<file path="config.mk">
export PLATFORM = sky130hd
export DESIGN_NAME = jmp_seq_ctrl_flat
export DESIGN_NICKNAME = d
export VERILOG_FILES = /design/src/rtl/jmp_seq_ctrl_pkg.sv /design/src/rtl/jmp_seq_ctrl_if.sv /design/src/rtl/jmp_seq_ctrl_cond_eval.sv /design/src/rtl/jmp_seq_ctrl.sv /design/src/flat_wrapper.sv
export SDC_FILE = /design/constraint.sdc
export NUM_CORES = 1
export LEC_CHECK = 0
export ABC_CLOCK_PERIOD_IN_PS = 2500
export BUFFER_PORTS_ARGS = -buffer_cell sky130_fd_sc_hd__buf_2
export CELL_PAD_IN_SITES_DETAIL_PLACEMENT = 0
export CELL_PAD_IN_SITES_GLOBAL_PLACEMENT = 2
export CORE_ASPECT_RATIO = 1.5
export CORE_MARGIN = 2
export CORE_UTILIZATION = 27
export DETAILED_ROUTE_END_ITERATION = 10
export PLACE_DENSITY = 0.76
export SLEW_MARGIN = 20
export SYNTH_ARGS = -nofsm -noshare
export SYNTH_HDL_FRONTEND = slang
export SYNTH_HIERARCHICAL = 1
export SYNTH_SLANG_ARGS = --single-unit
</file>
<file path="constraint.sdc">
create_clock -name clk -period 2.5 [get_ports clk]
set_input_delay 0.125 -clock clk [delete_from_list [all_inputs] [get_ports clk]]
set_output_delay 0.125 -clock clk [all_outputs]
set_load 0.005 [all_outputs]
</file>
<file path="src/rtl/jmp_seq_ctrl_pkg.sv">
// Shared definitions for jump resolution: condition codes and sequencer state encodings.
// Imported by decode as well as by the sequencer itself.
package jmp_seq_ctrl_pkg;

    localparam logic [3:0] COND_ZERO       = 4'd0;
    localparam logic [3:0] COND_NOTZERO    = 4'd1;
    localparam logic [3:0] COND_EQUAL      = 4'd2;
    localparam logic [3:0] COND_NOTEQUAL   = 4'd3;
    localparam logic [3:0] COND_GREATER    = 4'd4;
    localparam logic [3:0] COND_LESS       = 4'd5;
    localparam logic [3:0] COND_GREATEQUAL = 4'd6;
    localparam logic [3:0] COND_LESSEQUAL  = 4'd7;
    localparam logic [3:0] COND_CARRY      = 4'd8;
    localparam logic [3:0] COND_NOTCARRY   = 4'd9;
    localparam logic [3:0] COND_UNCOND     = 4'd10;

    typedef enum logic [1:0] {
        ST_IDLE       = 2'd0,
        ST_WAIT_FLAGS = 2'd1,
        ST_REDIRECT   = 2'd2,
        ST_FLUSH      = 2'd3
    } jmp_state_e;

endpackage

</file>
<file path="src/rtl/jmp_seq_ctrl_if.sv">
// Jump request / redirect bundle between execute, the flag register, fetch and the sequencer.
// master = execute/flags side driving the request, slave = the sequencer.
interface jmp_seq_ctrl_if #(
    parameter int PC_W  = 32,
    parameter int CNT_W = 16
);
    logic              jmp_req;
    logic [3:0]        jmp_op;
    logic [PC_W-1:0]   jmp_target;
    logic              flags_busy;
    logic              carry;
    logic              sign;
    logic              zero;
    logic              stall_in;

    logic              jmp_ack;
    logic              pc_load;
    logic [PC_W-1:0]   pc_target;
    logic              flush;
    logic              hold_fetch;
    logic              busy;
    logic [CNT_W-1:0]  taken_cnt;
    logic [CNT_W-1:0]  not_taken_cnt;

    modport master (
        output jmp_req, jmp_op, jmp_target, flags_busy, carry, sign, zero, stall_in,
        input  jmp_ack, pc_load, pc_target, flush, hold_fetch, busy, taken_cnt, not_taken_cnt
    );

    modport slave (
        input  jmp_req, jmp_op, jmp_target, flags_busy, carry, sign, zero, stall_in,
        output jmp_ack, pc_load, pc_target, flush, hold_fetch, busy, taken_cnt, not_taken_cnt
    );
endinterface

</file>
<file path="src/rtl/jmp_seq_ctrl_cond_eval.sv">
// Purely combinational branch condition decode from the 4-bit op and the ALU flags.
// Codes above UNCONDITIONAL are reserved and never taken.
module jmp_seq_ctrl_cond_eval
    import jmp_seq_ctrl_pkg::*;
(
    input  logic [3:0] op,
    input  logic       carry,
    input  logic       sign,
    input  logic       zero,
    output logic       taken
);

    always_comb begin
        taken = 1'b0;
        case (op)
            COND_ZERO,
            COND_EQUAL:      taken = zero;
            COND_NOTZERO,
            COND_NOTEQUAL:   taken = ~zero;
            COND_GREATER:    taken = ~sign & ~zero;
            COND_LESS:       taken = sign & ~zero;
            COND_GREATEQUAL: taken = ~sign | zero;
            COND_LESSEQUAL:  taken = sign | zero;
            COND_CARRY:      taken = carry;
            COND_NOTCARRY:   taken = ~carry;
            COND_UNCOND:     taken = 1'b1;
            default:         taken = 1'b0;
        endcase
    end

endmodule

</file>
<file path="src/rtl/jmp_seq_ctrl.sv">
// Branch resolution sequencer: accepts one jump, waits for final flags, redirects fetch
// and flushes the wrong-path stages, then acknowledges. Keeps taken/not-taken statistics.
//
// state       | meaning
// ------------+--------------------------------------------------------------
// IDLE        | no jump in flight; accept and resolve immediately if flags final
// WAIT_FLAGS  | jump latched, older flag writer in flight; fetch held
// REDIRECT    | one cycle: pc_load of latched target, flush starts
// FLUSH       | remaining flush cycles; ack on the last one
module jmp_seq_ctrl
    import jmp_seq_ctrl_pkg::*;
#(
    parameter int PC_W         = 32,
    parameter int FLUSH_CYCLES = 2,
    parameter int CNT_W        = 16
) (
    input  logic            clk,
    input  logic            rst_n,
    jmp_seq_ctrl_if.slave   bus
);

    localparam int FC_LOAD = (FLUSH_CYCLES >= 2) ? FLUSH_CYCLES - 2 : 0;
    localparam int FC_W    = (FC_LOAD > 1) ? $clog2(FC_LOAD + 1) : 1;

    jmp_state_e        state_q, state_d;
    logic [3:0]        op_q;
    logic [PC_W-1:0]   target_q;
    logic [FC_W-1:0]   flush_cnt_q;
    logic              ack_nt_q;
    logic              nt_d;
    logic [CNT_W-1:0]  taken_cnt_q;
    logic [CNT_W-1:0]  nt_cnt_q;

    logic              accept;
    logic              jmp_ack;
    logic [3:0]        op_eval;
    logic              taken;

    // In IDLE the op has not been latched yet, so resolve on the live request.
    assign op_eval = (state_q == ST_IDLE) ? bus.jmp_op : op_q;

    jmp_seq_ctrl_cond_eval u_cond_eval (
        .op    (op_eval),
        .carry (bus.carry),
        .sign  (bus.sign),
        .zero  (bus.zero),
        .taken (taken)
    );

    assign accept = (state_q == ST_IDLE) & bus.jmp_req & ~bus.stall_in & ~jmp_ack;

    always_comb begin
        state_d = state_q;
        nt_d    = 1'b0;
        case (state_q)
            ST_IDLE: begin
                if (accept) begin
                    if ((bus.jmp_op == COND_UNCOND) || !bus.flags_busy) begin
                        if (taken) state_d = ST_REDIRECT;
                        else       nt_d    = 1'b1;
                    end else begin
                        state_d = ST_WAIT_FLAGS;
                    end
                end
            end
            ST_WAIT_FLAGS: begin
                if (!bus.flags_busy) begin
                    if (taken) begin
                        state_d = ST_REDIRECT;
                    end else begin
                        state_d = ST_IDLE;
                        nt_d    = 1'b1;
                    end
                end
            end
            ST_REDIRECT: state_d = (FLUSH_CYCLES == 1) ? ST_IDLE : ST_FLUSH;
            ST_FLUSH:    if (flush_cnt_q == '0) state_d = ST_IDLE;
            default:     state_d = ST_IDLE;
        endcase
    end

    always_ff @(posedge clk or negedge rst_n) begin
        if (!rst_n) begin
            state_q     <= ST_IDLE;
            op_q        <= '0;
            target_q    <= '0;
            flush_cnt_q <= '0;
            ack_nt_q    <= 1'b0;
            taken_cnt_q <= '0;
            nt_cnt_q    <= '0;
        end else begin
            state_q  <= state_d;
            ack_nt_q <= nt_d;
            if (accept) begin
                op_q     <= bus.jmp_op;
                target_q <= bus.jmp_target;
            end
            if (state_q == ST_REDIRECT)
                flush_cnt_q <= FC_W'(FC_LOAD);
            else if ((state_q == ST_FLUSH) && (flush_cnt_q != '0))
                flush_cnt_q <= flush_cnt_q - 1'b1;
            if ((state_q == ST_REDIRECT) && (taken_cnt_q != '1))
                taken_cnt_q <= taken_cnt_q + 1'b1;
            if (nt_d && (nt_cnt_q != '1))
                nt_cnt_q <= nt_cnt_q + 1'b1;
        end
    end

    // Taken jumps ack on the last flush cycle; not-taken jumps ack from the registered pulse.
    assign jmp_ack = ack_nt_q
                   | ((state_q == ST_FLUSH) && (flush_cnt_q == '0))
                   | ((state_q == ST_REDIRECT) && (FLUSH_CYCLES == 1));

    assign bus.jmp_ack       = jmp_ack;
    assign bus.pc_load       = (state_q == ST_REDIRECT);
    assign bus.pc_target     = target_q;
    assign bus.flush         = (state_q == ST_REDIRECT) || (state_q == ST_FLUSH);
    assign bus.hold_fetch    = (state_q == ST_WAIT_FLAGS);
    assign bus.busy          = (state_q != ST_IDLE);
    assign bus.taken_cnt     = taken_cnt_q;
    assign bus.not_taken_cnt = nt_cnt_q;

endmodule

</file>
<file path="src/flat_wrapper.sv">
// flat-port wrapper written by rule: the top's interface ports become plain ports
module jmp_seq_ctrl_flat import jmp_seq_ctrl_pkg::*;
#(
    parameter int PC_W         = 32,
    parameter int FLUSH_CYCLES = 2,
    parameter int CNT_W        = 16
)
  (clk, rst_n, bus_jmp_req, bus_jmp_op, bus_jmp_target, bus_flags_busy, bus_carry, bus_sign, bus_zero, bus_stall_in, bus_jmp_ack, bus_pc_load, bus_pc_target, bus_flush, bus_hold_fetch, bus_busy, bus_taken_cnt, bus_not_taken_cnt);
  jmp_seq_ctrl_if #(.PC_W(PC_W), .CNT_W(CNT_W)) bus_i ();
  input  logic clk;
  input  logic rst_n;
  input wire logic [$bits(bus_i.jmp_req)-1:0] bus_jmp_req;
  input wire logic [$bits(bus_i.jmp_op)-1:0] bus_jmp_op;
  input wire logic [$bits(bus_i.jmp_target)-1:0] bus_jmp_target;
  input wire logic [$bits(bus_i.flags_busy)-1:0] bus_flags_busy;
  input wire logic [$bits(bus_i.carry)-1:0] bus_carry;
  input wire logic [$bits(bus_i.sign)-1:0] bus_sign;
  input wire logic [$bits(bus_i.zero)-1:0] bus_zero;
  input wire logic [$bits(bus_i.stall_in)-1:0] bus_stall_in;
  output wire logic [$bits(bus_i.jmp_ack)-1:0] bus_jmp_ack;
  output wire logic [$bits(bus_i.pc_load)-1:0] bus_pc_load;
  output wire logic [$bits(bus_i.pc_target)-1:0] bus_pc_target;
  output wire logic [$bits(bus_i.flush)-1:0] bus_flush;
  output wire logic [$bits(bus_i.hold_fetch)-1:0] bus_hold_fetch;
  output wire logic [$bits(bus_i.busy)-1:0] bus_busy;
  output wire logic [$bits(bus_i.taken_cnt)-1:0] bus_taken_cnt;
  output wire logic [$bits(bus_i.not_taken_cnt)-1:0] bus_not_taken_cnt;
  assign bus_i.jmp_req = bus_jmp_req;
  assign bus_i.jmp_op = bus_jmp_op;
  assign bus_i.jmp_target = bus_jmp_target;
  assign bus_i.flags_busy = bus_flags_busy;
  assign bus_i.carry = bus_carry;
  assign bus_i.sign = bus_sign;
  assign bus_i.zero = bus_zero;
  assign bus_i.stall_in = bus_stall_in;
  assign bus_jmp_ack = bus_i.jmp_ack;
  assign bus_pc_load = bus_i.pc_load;
  assign bus_pc_target = bus_i.pc_target;
  assign bus_flush = bus_i.flush;
  assign bus_hold_fetch = bus_i.hold_fetch;
  assign bus_busy = bus_i.busy;
  assign bus_taken_cnt = bus_i.taken_cnt;
  assign bus_not_taken_cnt = bus_i.not_taken_cnt;
  jmp_seq_ctrl #(.PC_W(PC_W), .FLUSH_CYCLES(FLUSH_CYCLES), .CNT_W(CNT_W)) u_core (.clk(clk), .rst_n(rst_n), .bus(bus_i));
endmodule
</file>
# [Yosys cells after proc, flatten, opt, wreduce, memory -nomap -nowiden]
# Index checks and enable logic that the tools add are counted.
[word_totals] ff_bits=72 out_inout_bits=69 wordCells=74
[op_classes] n_addsub=3 n_eq_ne=20 n_mux=16 n_bitwise=14 reduce_logical=14
[op_table] cell="$add A16 B1 Y16 const B" n=2
[op_table] cell="$ne A16 B16 Y1 const B" n=2
[op_table] cell="$eq A4 B3 Y1 const B" n=4
[op_table] cell="$eq A4 B4 Y1 const B" n=4
[op_table] cell="$mux W2" n=6
[op_table] cell="$pmux W1 S9" n=1
[op_table] cell="$eq A4 B2 Y1 const B" n=2
[op_table] cell="$pmux W2 S4" n=1
[op_table] cell="$mux W1" n=6
[op_table] cell="$not A1 Y1" n=6
[op_table] cell="$and A1 B1 Y1" n=5
[op_table] cell="$eq A2 B2 Y1 const B" n=2
[op_table] cell="$eq A4 B1 Y1 const B" n=1
[op_table] cell="$logic_and A1 B1 Y1" n=4
[op_table] cell="$logic_not A4 Y1" n=1
[op_table] cell="$mux W4" n=1
[op_table] cell="$ne A2 B2 Y1 const B" n=2
[op_table] cell="$reduce_and A4 Y1" n=1
[op_table] cell="$reduce_bool A2 Y1" n=2
[op_table] cell="$reduce_or A2 Y1" n=2
[op_table] cell="$ne A3 B2 Y1 const B" n=1
[op_table] cell="$or A1 B1 Y1" n=3
[op_table] cell="$eq A2 B1 Y1 const B" n=1
[op_table] cell="$logic_not A2 Y1" n=1
[op_table] cell="5 further kinds" n=6

# [Depth between registers and ports, before layout]
# Gate-level depths: netlist of the first run.
[logic_depth] depth_word=10 mapped_depth=10 ltp_nobuf=8

# [Modules after synthesis]
# Netlist of the first run, hierarchy kept.
[by_module_without_submodules] mod="jmp_seq_ctrl" instances=1 cells_per_inst=312 area_each_um2=3210.6
[by_module_without_submodules] mod="jmp_seq_ctrl_cond_eval" instances=1 cells_per_inst=10 area_each_um2=72.6

# [Worst setup path before layout of the first run]
# No wires, ideal clock.
[synth_timing] kind="register -> register" from="reg u_core.state_q[1]" to="reg u_core.nt_cnt_q[1] (netlist: u_core/bus.not_taken_cnt[1])" setup_ns=0.127 arrival_time_ns=2.398 setup_slack_ns=-0.026 stages_incl_launch_ff=10 synth_period_minus_slack_ns=2.526 path_cell_list="dfrtp_1 -> or2_1 -> buf_6 -> mux2_2 -> or3_1 -> nand4b_1 -> o211ai_1 -> o21bai_2 -> or2_1 -> mux2_1"
[synth_between] elab_chain_len=10
[synth_lines] item="start: declaration" line_no="jmp_seq_ctrl.sv:25" text="jmp_state_e state_q, state_d;"
[synth_lines] item="start signal: assignment" line_no="jmp_seq_ctrl.sv:92" text="state_q <= state_d;"
[synth_lines] item="$logic_not A2 Y1 (*)" line_no="jmp_seq_ctrl.sv:40" text="assign op_eval = (state_q == ST_IDLE) ? bus.jmp_op : op_q;"
[synth_lines] item="$mux W4 (*)" line_no="jmp_seq_ctrl.sv:40"
[synth_lines] item="net u_core.op_eval[1]" line_no="jmp_seq_ctrl.sv:36" text="logic [3:0] op_eval;"
[synth_lines] item="$eq A4 B1 Y1, or another cell as far along" line_no="jmp_seq_ctrl_cond_eval.sv:15" text="case (op)"
[synth_lines] item="$reduce_or A2 Y1" line_no="jmp_seq_ctrl_cond_eval.sv:15"
[synth_lines] item="$pmux W1 S9 (*)" line_no="jmp_seq_ctrl_cond_eval.sv:15"
[synth_lines] item="net u_core.taken" line_no="jmp_seq_ctrl.sv:37" text="logic taken;"
[synth_lines] item="$mux W1 (*)" line_no="jmp_seq_ctrl.sv:59, jmp_seq_ctrl.sv:68"
[synth_lines] item="$mux W1" line_no="jmp_seq_ctrl.sv:58" text="if ((bus.jmp_op == COND_UNCOND) || !bus.flags_busy) begin"
[synth_lines] item="$mux W1" line_no="jmp_seq_ctrl.sv:57" text="if (accept) begin"
[synth_lines] item="$pmux W1 S2 (*)" line_no="jmp_seq_ctrl.sv:55" text="case (state_q)"
[synth_lines] item="$logic_and A1 B1 Y1 (*)" line_no="jmp_seq_ctrl.sv:104" text="if (nt_d && (nt_cnt_q != '1))"
[synth_lines] item="end signal: assignment" line_no="jmp_seq_ctrl.sv:105" text="nt_cnt_q <= nt_cnt_q + 1'b1;"
[synth_lines] item="end: declaration" line_no="jmp_seq_ctrl.sv:32" text="logic [CNT_W-1:0] nt_cnt_q;"
# Mark *: on every way through the listed nets, which the timed path passes. The rest lies on a longest branch.
# A chain may end at the register's enable or synchronous reset.

# [Final worst setup path of the first run]
[layout_timing] from="reg u_core.state_q[0]" to="reg u_core.nt_cnt_q[1] (netlist: u_core/bus.not_taken_cnt[1])"
# The elaborated chain is that of the path after synthesis.

==> metrics.csv, run 1 <==
metric,value,unit
dp_slack,-0.0179,ns
synth_seq_cells,72,
core_area,0.0120,mm²
synth_area,0.00328,mm²
combPwrFrac,0.351,
static-leakage-power,2.42,nW
grt_setup_unrepaired,yes,
synth_flop_cell,dfrtp_1,
min_period,2.49,ns
wirelength,8780,µm
reg2reg_depth,8,
nets,527,
finalPower,4.61,mW
synth_fp_nets,368,
start_util,0.275,
ys_seq_area_frac,0.549,
path_delay_family,simple AND/OR/NAND/NOR gates,
clock_path_buffers,2,
r2r-start,u_core/state_q[0]$_DFFE_PN0P_,
top_level_ports,113,
dieArea,0.0131,mm²
switching_share,0.333,
grt_overflow_total,0,
r2r_end,u_core/bus.not_taken_cnt[1]$_DFFE_PN0P_,
final.period_utilization,0.998,
cts_max_level,3,
detail_route.wl_per_cell,13.7,µm
die_y,139,µm
critical_path.startpoint_type,register,
fp-row-count,49,
cts_root_buf,clkbuf_16,
async_flop_share,1.00,
crit_top_cell,or2_4,
r2r_slack,0.006,ns
detail-route-antenna-nets,0,
yosys_warnings,6,
max_slew_margin,0.372,
grt_use_total,0.137,
slew_violations,0,
switchingPower,1.54,mW
synthDistinctLibCells,44,
port_buffers,112,
area_growth,45.8,%
synthCells,322,
crit_cells,8,
n_antenna_cell,0,
multi_input_area,0.00152,mm²
yosysMostFrequentCell,nand2_1,
drive_gt1_frac,0.352,
worstMarginPinSlew,0.942,ns
vias_per_cell,4.50,
crit_fanout,5,
clock-sinks,72,
internal_power,3.07,mW
crit_end,u_core/bus.not_taken_cnt[1]$_DFFE_PN0P_,
path_buf_inv,0,
crit_start,u_core/state_q[0]$_DFFE_PN0P_,
status,completed,
die_w,94.0,µm
synth.area.top_cells,"dfrtp_1, nand2_1, xor2_1, mux2_2, xnor2_1",
crit_required,2.71,ns
drtPass1Iterations,4,
grt_max_degree,73,
routabilityCongestion,0.742,
ir_worst_vdd,302,µV
maxCapViolations,0,
setup_slack,0.00578,ns
fmax,401,MHz
worstPathArrival,2.71,ns
antenna_found_initial,1,
max_stage_delay,0.37,ns
cts_tree,done,
hold_path_class,primary input to register,
clk_pin_slew,0.06,ns
clkPwrFrac,0.252,
drt-initial-drc-count,100,
synthTopCellsByCount,"nand2_1, dfrtp_1, xor2_1, nand3_1",
vias,2877,
hold_ws,0.0686,ns
hold_violations,0,
powerDensity,963,mW/mm²
power_frac_seq,0.397,
yosysTopAreaCellShare,0.549,
drc,0,
seq_area,0.00180,mm²
clock_latency,0.33,ns
cts_made_buffers,9,
yosysTopAreaCell,dfrtp_1,
setup_viol,0,
critPathCaptureType,register,
crit_slowest_cell,dfrtp_1,
path_cells,or2_4 -> mux2_2 -> or3_1 -> nand4b_1 -> o211ai_1 -> o21bai_4 -> or2_4 -> mux2_4,
fill_cells,1232,
syn_area_per_cell,10.2,µm²
post-dp-hpwl,6120,µm
skew,0.00550,ns
synth_edf_count,0,
critPathKind,register to register,
grt_pass1_wl,14100,µm
grt_pass1_vias,2820,
-- worst min-delay path by stage --
stage                            from                                   to  slack, ns  cells after the start
floorplan                       rst_n            u_core/ack_nt_q$_DFF_PN0_      -0.17                      0
global placement    bus_jmp_target[0]  u_core/bus.pc_target[0]$_DFFE_PN0P_       0.32                      3
detailed placement  bus_jmp_target[8]  u_core/bus.pc_target[8]$_DFFE_PN0P_       0.32                      3
CTS                     bus_jmp_op[2]           u_core/op_q[2]$_DFFE_PN0P_       0.05                      2
global route            bus_jmp_op[0]           u_core/op_q[0]$_DFFE_PN0P_       0.07                      2
finish                  bus_jmp_op[2]           u_core/op_q[2]$_DFFE_PN0P_       0.07                      2
-- power by group through the flow --
stage	Clock, mW	Combinational, mW	Sequential (mW)
after CTS	1.21	1.55	1.84
after floorplan	0	0.773	1.87
final	1.16	1.62	1.83
after global routing	1.26	1.81	1.89
after global placement	0	1.46	1.84
after detailed placement	0	1.49	1.85
-- cell type report --
| type | instances | share of cell area |
|---|---|---|
| flip-flops and latches | 72 | 0.376 |
| multi-input cells | 236 | 0.317 |
| repair buffers | 157 | 0.207 |
| clock buffers | 12 | 0.0515 |
| well taps | 153 | 0.0400 |
| clock inverters | 4 | 0.00418 |
| inverters | 5 | 0.00392 |
-- stage by stage --
| step | TNS (ns) | std cells | utilization | cell area, µm² |
|---|---|---|---|---|
| finish | 0 | 639 | 0.400 | 4790 |
| floorplan | 0 | 322 | - | 3290 |
| detailed placement | -0.0246 | 589 | 0.341 | 4080 |
| global placement | 0 | 589 | 0.341 | 4080 |
| global route | -0.394 | 639 | 0.400 | 4790 |
| CTS | 0 | 638 | 0.391 | 4680 |
-- per-layer routing --
layer  up-vias  GRT usage  wire (µm)
li1       1409          -          -
met1      1399      0.154       3550
met2        60      0.244       4760
met3         7     0.0348        358
met4         2     0.0503         99
met5         -          0         11
-- worst register-to-register path, cell delays in order, from the launching register on --
cell and delay [ns]:
dfrtp_1 0.37, or2_4 0.28, mux2_2 0.28, or3_1 0.35
nand4b_1 0.10, o211ai_1 0.16, o21bai_4 0.26, or2_4 0.29
mux2_4 0.29
-- sequential cells by signal, summed over array words and instances (netlist names) --
register	count
u_core/bus.taken_cnt	16
u_core/ack_nt_q	1
u_core/bus.not_taken_cnt	16
u_core/op_q	4
u_core/state_q	2
u_core/bus.pc_target	32
u_core/flush_cnt_q	1
-- cells by family (layout without fill, tap and decap cells) --
logic type	count (synthesis)	after routing	synth area share
XOR/XNOR	27	27	0.0720
flip-flops	72	72	0.549
AND/OR/NAND/NOR	176	176	0.263
multiplexers	11	11	0.0377
adder cells (fa/ha/maj)	2	2	0.00762
AO/OA/AOI/OAI	19	20	0.0469
buffers and inverters	15	178	0.0236
-- cells in the final DEF (no fill, tap or decap), drive strengths merged, types with 3 or more instances in the layout --
cell type | synthesis | final
buf | 7 | 124
nand2 | 107 | 107
dfrtp | 72 | 72
dlygate4sd3 | 0 | 33
xor2 | 17 | 17
nand3 | 13 | 13
clkbuf | 3 | 12
mux2 | 11 | 11
xnor2 | 10 | 10
nor2 | 9 | 9
nor3 | 9 | 9
nand4 | 8 | 8
nor4 | 7 | 7
o21ai | 6 | 6
inv | 5 | 5
clkinv | 0 | 4
nand2b | 3 | 3
and3 | 3 | 3
or2 | 3 | 3
or3 | 3 | 3
-- repair_timing --
action,in CTS,in global routing
endpoints found under the setup margin,5,12
resized for setup,1,19
cloned,0,1
hold buffers,33,0
pin swaps,0,11
endpoints found under the hold margin,75,0
buffers inserted,0,0
No activity file was read; power rests on OpenSTA's default activity.
==> inputs of run 2 (changes only) <==
--- a/config.mk
+++ b/config.mk
@@ -7,6 +7,7 @@
 export LEC_CHECK = 0
 export ABC_CLOCK_PERIOD_IN_PS = 2500
 export BUFFER_PORTS_ARGS = -buffer_cell sky130_fd_sc_hd__buf_2
+export CAP_MARGIN = 20
 export CELL_PAD_IN_SITES_DETAIL_PLACEMENT = 0
 export CELL_PAD_IN_SITES_GLOBAL_PLACEMENT = 2
 export CORE_ASPECT_RATIO = 1.5
@@ -14,6 +15,7 @@
 export CORE_UTILIZATION = 27
 export DETAILED_ROUTE_END_ITERATION = 10
 export PLACE_DENSITY = 0.76
+export RECOVER_POWER = 50
 export SLEW_MARGIN = 20
 export SYNTH_ARGS = -nofsm -noshare
 export SYNTH_HDL_FRONTEND = slang
==> run 2 against run 1 <==
The run now ends with max-capacitance violations, max-slew violations left. Non-clock buffer count unchanged. Power decreased by 0.98%. Hold slack about the same. Flip-flop and latch count unchanged. Core utilization decreased by 0.41 points. Sequential power about the same. Worst setup slack improved by 0.00081 ns. Die area unchanged. Via count decreased by 0.28%. Highest routed layer unchanged.
==> metrics.csv, run 2 (synthesized netlist as in run 1, its figures left out) <==
metric,value,unit,change
post-dp-hpwl,6120,µm,unchanged
clock_path_buffers,2,,unchanged
cts_tree,done,,
wirelength,8780,µm,about the same
drc,0,,unchanged
fin_util,0.396,,-0.00408
detail-route-antenna-nets,0,,unchanged
worstMarginPinSlew,1.82,ns,+0.876 ns
clkPwrFrac,0.254,,+0.002
status,"complete, but fails checks",,
dieArea,0.0131,mm²,unchanged
crit_fanout,5,,unchanged
grt_overflow_total,0,,unchanged
mostFrequentLayoutCells,"nand2_1, buf_2, dfrtp_1",,
crit_slowest_cell,dfrtp_1,,
top_level_ports,113,,unchanged
maxCapViolations,1,,+1
nets,527,,unchanged
critPathKind,register to register,,
cts_setup_buffers,0,,unchanged
port_buffers,112,,unchanged
grt_setup_unrepaired,yes,,
largest_reg_flops,32,,unchanged
worstPathArrival,2.70,ns,about the same
critical_path.startpoint_type,register,,
switchingPower,1.54,mW,+0.39%
skew,0.00470,ns,-0.000805 ns
cts_root_buf,clkbuf_16,,
max_stage_delay,0.37,ns,about the same
die_w,94.0,µm,unchanged
grt_pass1_wl,14100,µm,unchanged
r2r_slack,0.007,ns,about the same
max_slew_margin,-0.212,,-0.584
drive_gt1_frac,0.280,,-0.0720
min_from,bus_jmp_op[2],,
static-leakage-power,2.29,nW,-5.2%
power_frac_seq,0.402,,+0.005
critPathCaptureType,register,,
fp-row-count,49,,unchanged
area_growth,44.3,%,
grt_pass1_vias,2820,,unchanged
clk_pin_slew,0.06,ns,about the same
clock_latency,0.33,ns,about the same
crit_required,2.71,ns,about the same
final_common_cell,nand2_1,,
final.period_utilization,0.997,,about the same
finalPower,4.57,mW,-0.98%
routabilityCongestion,0.742,,unchanged
grt_use_total,0.137,,unchanged
antenna_found_initial,1,,unchanged
vias,2869,,-0.28%
die_y,139,µm,unchanged
hold_violations,0,,unchanged
combPwrFrac,0.344,,-0.007
cts_max_level,3,,unchanged
start_util,0.275,,unchanged
drt-initial-drc-count,99,,-1.0%
fmax,401,MHz,about the same
cts_made_buffers,9,,unchanged
r2r-start,u_core/state_q[0]$_DFFE_PN0P_,,
finalSetupTns,0,ns,unchanged
n_antenna_cell,0,,unchanged
violations,"max-capacitance violations, max-slew violations",,
ir_worst_vdd,302,µV,-0.21%
vias_per_cell,4.49,,-0.28%
setup_slack,0.00660,ns,+0.000812 ns
core_area,0.0120,mm²,unchanged
min_period,2.49,ns,-0.000812 ns
internal_power,3.02,mW,-1.7%
dp_slack,-0.0179,ns,unchanged
powerDensity,963,mW/mm²,about the same
drtPass1Iterations,4,,unchanged
clock-sinks,72,,unchanged
path_cells,or2_4 -> mux2_2 -> or3_1 -> nand4b_1 -> o211ai_1 -> o21bai_4 -> or2_4 -> mux2_4,,
hold_path_class,primary input to register,,
switching_share,0.338,,+0.00459
slew_violations,73,,+73
setup_viol,0,,unchanged
crit_start,u_core/state_q[0]$_DFFE_PN0P_,,
detail_route.wl_per_cell,13.7,µm,about the same
crit_top_cell,or2_4,,
hold_ws,0.0687,ns,+0.0000670 ns
grt_max_degree,73,,unchanged
-- run 2: metrics by stage --
step           cells  instance area (µm²)
2_1_floorplan    322                 3290
3_3_place_gp     589                 4080
3_5_place_dp     589                 4080
4_1_cts          638                 4680
5_1_grt          639                 4740
6_report         639                 4740
-- run 2: cell type report --
class | count | area [µm²]
Clock inverter | 4 | 20.0
Multi-Input combinational cell | 236 | 1520
Timing Repair Buffer | 157 | 942
Sequential cell | 72 | 1800
Inverter | 5 | 18.8
Tap cell | 153 | 191
Clock buffer | 12 | 246
Fill cell | 1240 | 7220
-- run 2: power groups by stage --
stage / Combinational (mW) / Sequential, mW / Clock (mW)
2_1_floorplan: 0.773 / 1.87 / 0
3_5_place_dp: 1.49 / 1.85 / 0
3_3_place_gp: 1.46 / 1.84 / 0
6_report: 1.57 / 1.84 / 1.16
5_1_grt: 1.76 / 1.89 / 1.26
4_1_cts: 1.55 / 1.84 / 1.21
-- run 2: what timing repair did --
item	4_1_cts	5_1_grt
cloned	0	1
hold buffers	33	0
setup endpoints to repair	5	12
pin swaps	0	11
resized for setup	1	19
endpoints found under the hold margin	75	0
-- run 2: worst max-delay path, delay by kind of cell (launching register included) --
family | cells | cell delay, ns
AO/OA/AOI/OAI | 2 | 0.42
flip-flops | 1 | 0.37
multiplexers | 2 | 0.57
AND/OR/NAND/NOR | 4 | 1.02
-- run 2: final timing paths --
kind,endpoint,cells past startpoint
hold / removal,u_core/op_q[2]$_DFFE_PN0P_,2
hold reg to reg,u_core/bus.pc_target[29]$_DFFE_PN0P_,2
setup reg to reg,u_core/bus.not_taken_cnt[1]$_DFFE_PN0P_,8
max in group asynchronous,u_core/bus.taken_cnt[0]$_DFFE_PN0P_,2
setup / recovery,u_core/bus.not_taken_cnt[1]$_DFFE_PN0P_,8
min in group asynchronous,u_core/bus.pc_target[8]$_DFFE_PN0P_,2
-- run 2: routing by layer --
| layer | vias to the layer above | part of all wire | GRT usage |
|---|---|---|---|
| met4 | 2 | 0.011 | 0.0503 |
| met1 | 1395 | 0.40 | 0.154 |
| met5 | - | 0.0013 | 0 |
| li1 | 1410 | - | - |
| met3 | 7 | 0.040 | 0.0348 |
| met2 | 55 | 0.54 | 0.244 |
==> inputs of run 3 (changes only) <==
--- a/config.mk
+++ b/config.mk
@@ -12,12 +12,11 @@
 export CELL_PAD_IN_SITES_GLOBAL_PLACEMENT = 2
 export CORE_ASPECT_RATIO = 1.5
 export CORE_MARGIN = 2
-export CORE_UTILIZATION = 27
+export CORE_UTILIZATION = 28
 export DETAILED_ROUTE_END_ITERATION = 10
-export PLACE_DENSITY = 0.76
+export PLACE_DENSITY = 0.74
 export RECOVER_POWER = 50
 export SLEW_MARGIN = 20
 export SYNTH_ARGS = -nofsm -noshare
 export SYNTH_HDL_FRONTEND = slang
-export SYNTH_HIERARCHICAL = 1
 export SYNTH_SLANG_ARGS = --single-unit
==> run 3 against run 2 <==
Non-clock buffer count shrank 34. Register-to-register slack gained 0.21 ns. Final cell count shrank 13%. Cell area shrank 7.0%. Global-route usage shrank 0.19 points. Flip-flop and latch count is the same. First-iteration DRC count shrank 32%. Critical path depth shrank 1. Synthesized cell count shrank 15%. Highest routed layer is now met4. Via count shrank 9.1%. The flow now finishes without violations.
==> metrics.csv, run 3 <==
metric,value,unit,change
grt_pass1_wl,13500,µm,-3.6%
hold_violations,0,,unchanged
slew_violations,0,,-100%
hold_end,u_core.bus.pc_target[12]$_DFFE_PN0P_,,
detail_route.wl_per_cell,14.7,µm,+7.0%
fmax,437,MHz,+9.0%
ir_worst_vdd,658,µV,+120%
status,completed,,
r2r-start,u_core.state_q[1]$_DFFE_PN0P_,,
grt_use_total,0.135,,-0.00191
area_growth,32.3,%,
r2r_end,u_core.bus.not_taken_cnt[4]$_DFFE_PN0P_,,
drtPass1Iterations,5,,+1
min_delay_path_depth,2,,unchanged
hold_path_class,primary input to register,,
nets,444,,-16%
synth_edf_count,0,,unchanged
crit_required,2.70,ns,about the same
drc,0,,unchanged
vias_per_cell,4.71,,+5.0%
vias,2607,,-9.1%
start_util,0.289,,+0.0142
r2r_slack,0.21,ns,+0.21 ns
clk_pin_slew,0.06,ns,about the same
synthTopCellsByCount,"dfrtp_1, mux2_2, xor2_1, nand2_1, nand3_1",,
async_flop_share,1.00,,unchanged
post-dp-hpwl,6090,µm,-0.43%
detail-route-antenna-nets,0,,unchanged
antenna_found_initial,0,,-1
maxCapViolations,0,,-1
top_level_ports,113,,unchanged
critical_path.startpoint_type,register,,
multi_input_area,0.00144,mm²,-5.3%
synth.area.top_cells,"dfrtp_1, mux2_2, xor2_1, xnor2_1, nor4_2",,
static-leakage-power,2.04,nW,-11%
synth_area,0.00333,mm²,+1.4%
cts_tree,done,,
port_buffers,112,,unchanged
cts_made_buffers,9,,unchanged
path_buf_inv,1,,+1
die_y,138,µm,-1.1%
routabilityCongestion,0.792,,+6.8%
crit_fanout,14,,+9
largest_reg_flops,32,,unchanged
yosysTopAreaCell,dfrtp_1,,
synth_flop_cell,dfrtp_1,,
setup_viol,0,,unchanged
final.period_utilization,0.915,,-0.0827
ys_seq_area_frac,0.541,,-0.00783
max_slew_margin,0.386,,+0.599
synthDistinctLibCells,48,,+9.1%
mostFrequentLayoutCells,"buf_2, dfrtp_1, clkbuf_1",,
fill_cells,1223,,-1.4%
cts_root_buf,clkbuf_16,,
cts_max_level,3,,unchanged
yosysTopAreaCellShare,0.541,,-0.00783
grt_setup_unrepaired,no,,
clock_latency,0.33,ns,about the same
min_period,2.29,ns,-0.207 ns
yosysMostFrequentCell,dfrtp_1,,
clock-sinks,72,,unchanged
path_cells,or3b_4 -> and2_4 -> or3_1 -> a21oi_4 -> buf_4 -> nor4_1 -> xor2_1,,
yosys_warnings,0,,-6
grt_pass1_vias,2746,,-2.6%
powerDensity,1090,mW/mm²,+14%
drt-initial-drc-count,67,,-32%
clock_path_buffers,2,,unchanged
fp-row-count,48,,-2.0%
reg2reg_depth,7,,-1
critPathKind,register to register,,
wirelength,8130,µm,-7.4%
seq_area,0.00180,mm²,about the same
synth_seq_cells,72,,unchanged
skew,0.00639,ns,+0.00169 ns
synthCells,273,,-15%
n_antenna_cell,0,,unchanged
worstPathArrival,2.48,ns,-0.22 ns
final_common_cell,buf_2,,
path_delay_family,simple AND/OR/NAND/NOR gates,,
worstMarginPinSlew,0.921,ns,-0.898 ns
synth_fp_nets,319,,-13%
grt_max_degree,37,,-49%
finalPower,4.82,mW,+5.6%
dieArea,0.0128,mm²,-2.1%
critPathCaptureType,register,,
syn_area_per_cell,12.2,µm²,+20%
max_stage_delay,0.49,ns,+0.12 ns
grt_overflow_total,0,,unchanged
core_area,0.0115,mm²,-3.5%
min_from,bus_jmp_target[12],,
die_w,93.1,µm,-1.0%
drive_gt1_frac,0.382,,+0.102
crit_slowest_cell,dfrtp_1,,
finalSetupTns,0,ns,unchanged
run 3: layer usage:
| layer | GRT usage | vias up | wire length, µm |
|---|---|---|---|
| li1 | - | 1226 | - |
| met1 | 0.156 | 1290 | 3210 |
| met2 | 0.236 | 80 | 4310 |
| met3 | 0.0301 | 11 | 452 |
| met4 | 0.0629 | 0 | 161 |
| met5 | 0 | - | 0 |
run 3: through the flow:
stage	std cells	area (µm²)	hold slack (ns)	setup slack (ns)	util
2_1_floorplan	273	3330	-0.171	0.392	-
3_3_place_gp	536	4110	0.0735	0.213	0.357
3_5_place_dp	536	4110	0.0704	0.168	0.357
4_1_cts	553	4460	0.0111	0.169	0.386
5_1_grt	553	4410	0.0107	0.0164	0.382
6_report	553	4410	0.0267	0.213	0.382
run 3: kinds of logic (layout without fill, tap and decap cells):
logic type / count (synthesis) / in the layout / share of synthesized area
AO/OA/AOI/OAI: 21 / 21 / 0.0462
flip-flops: 72 / 72 / 0.541
multiplexers: 39 / 39 / 0.133
adder cells (fa/ha/maj): 2 / 2 / 0.00751
XOR/XNOR: 30 / 30 / 0.0789
AND/OR/NAND/NOR: 90 / 90 / 0.166
buffers and inverters: 19 / 149 / 0.0274
run 3: worst max path at each step:
stage | from | endpoint | cells after the start
2_1_floorplan | u_core.bus.not_taken_cnt[0]$_DFFE_PN0P_ | u_core.bus.not_taken_cnt[2]$_DFFE_PN0P_ | 7
6_report | u_core.state_q[1]$_DFFE_PN0P_ | u_core.bus.not_taken_cnt[4]$_DFFE_PN0P_ | 7
3_3_place_gp | u_core.state_q[0]$_DFFE_PN0P_ | u_core.bus.not_taken_cnt[5]$_DFFE_PN0P_ | 7
4_1_cts | u_core.state_q[0]$_DFFE_PN0P_ | u_core.bus.not_taken_cnt[4]$_DFFE_PN0P_ | 7
5_1_grt | u_core.state_q[1]$_DFFE_PN0P_ | u_core.bus.not_taken_cnt[6]$_DFFE_PN0P_ | 7
3_5_place_dp | u_core.state_q[0]$_DFFE_PN0P_ | u_core.bus.not_taken_cnt[6]$_DFFE_PN0P_ | 7
run 3: where the power goes:
group | switching (mW) | leakage, nW | internal (mW)
registers | 0.305 | 0.911 | 1.56
logic | 0.753 | 0.970 | 0.788
clock network | 0.480 | 0.159 | 0.930
run 3: layout make-up:
| type | instances | area share |
|---|---|---|
| sequential | 72 | 0.409 |
| multi-input combinational | 182 | 0.326 |
| timing repair buffer | 123 | 0.138 |
| clock buffer | 12 | 0.0582 |
| tap | 150 | 0.0426 |
| clock inverter | 4 | 0.0173 |
| inverter | 10 | 0.00852 |
run 3: repair_timing:
| item | in CTS | in global routing |
|---|---|---|
| setup endpoints to repair | 0 | 4 |
| setup buffers | 0 | 0 |
| endpoints found under the hold margin | 16 | 0 |
| hold buffers | 1 | 0 |
| gates resized for setup | 0 | 2 |
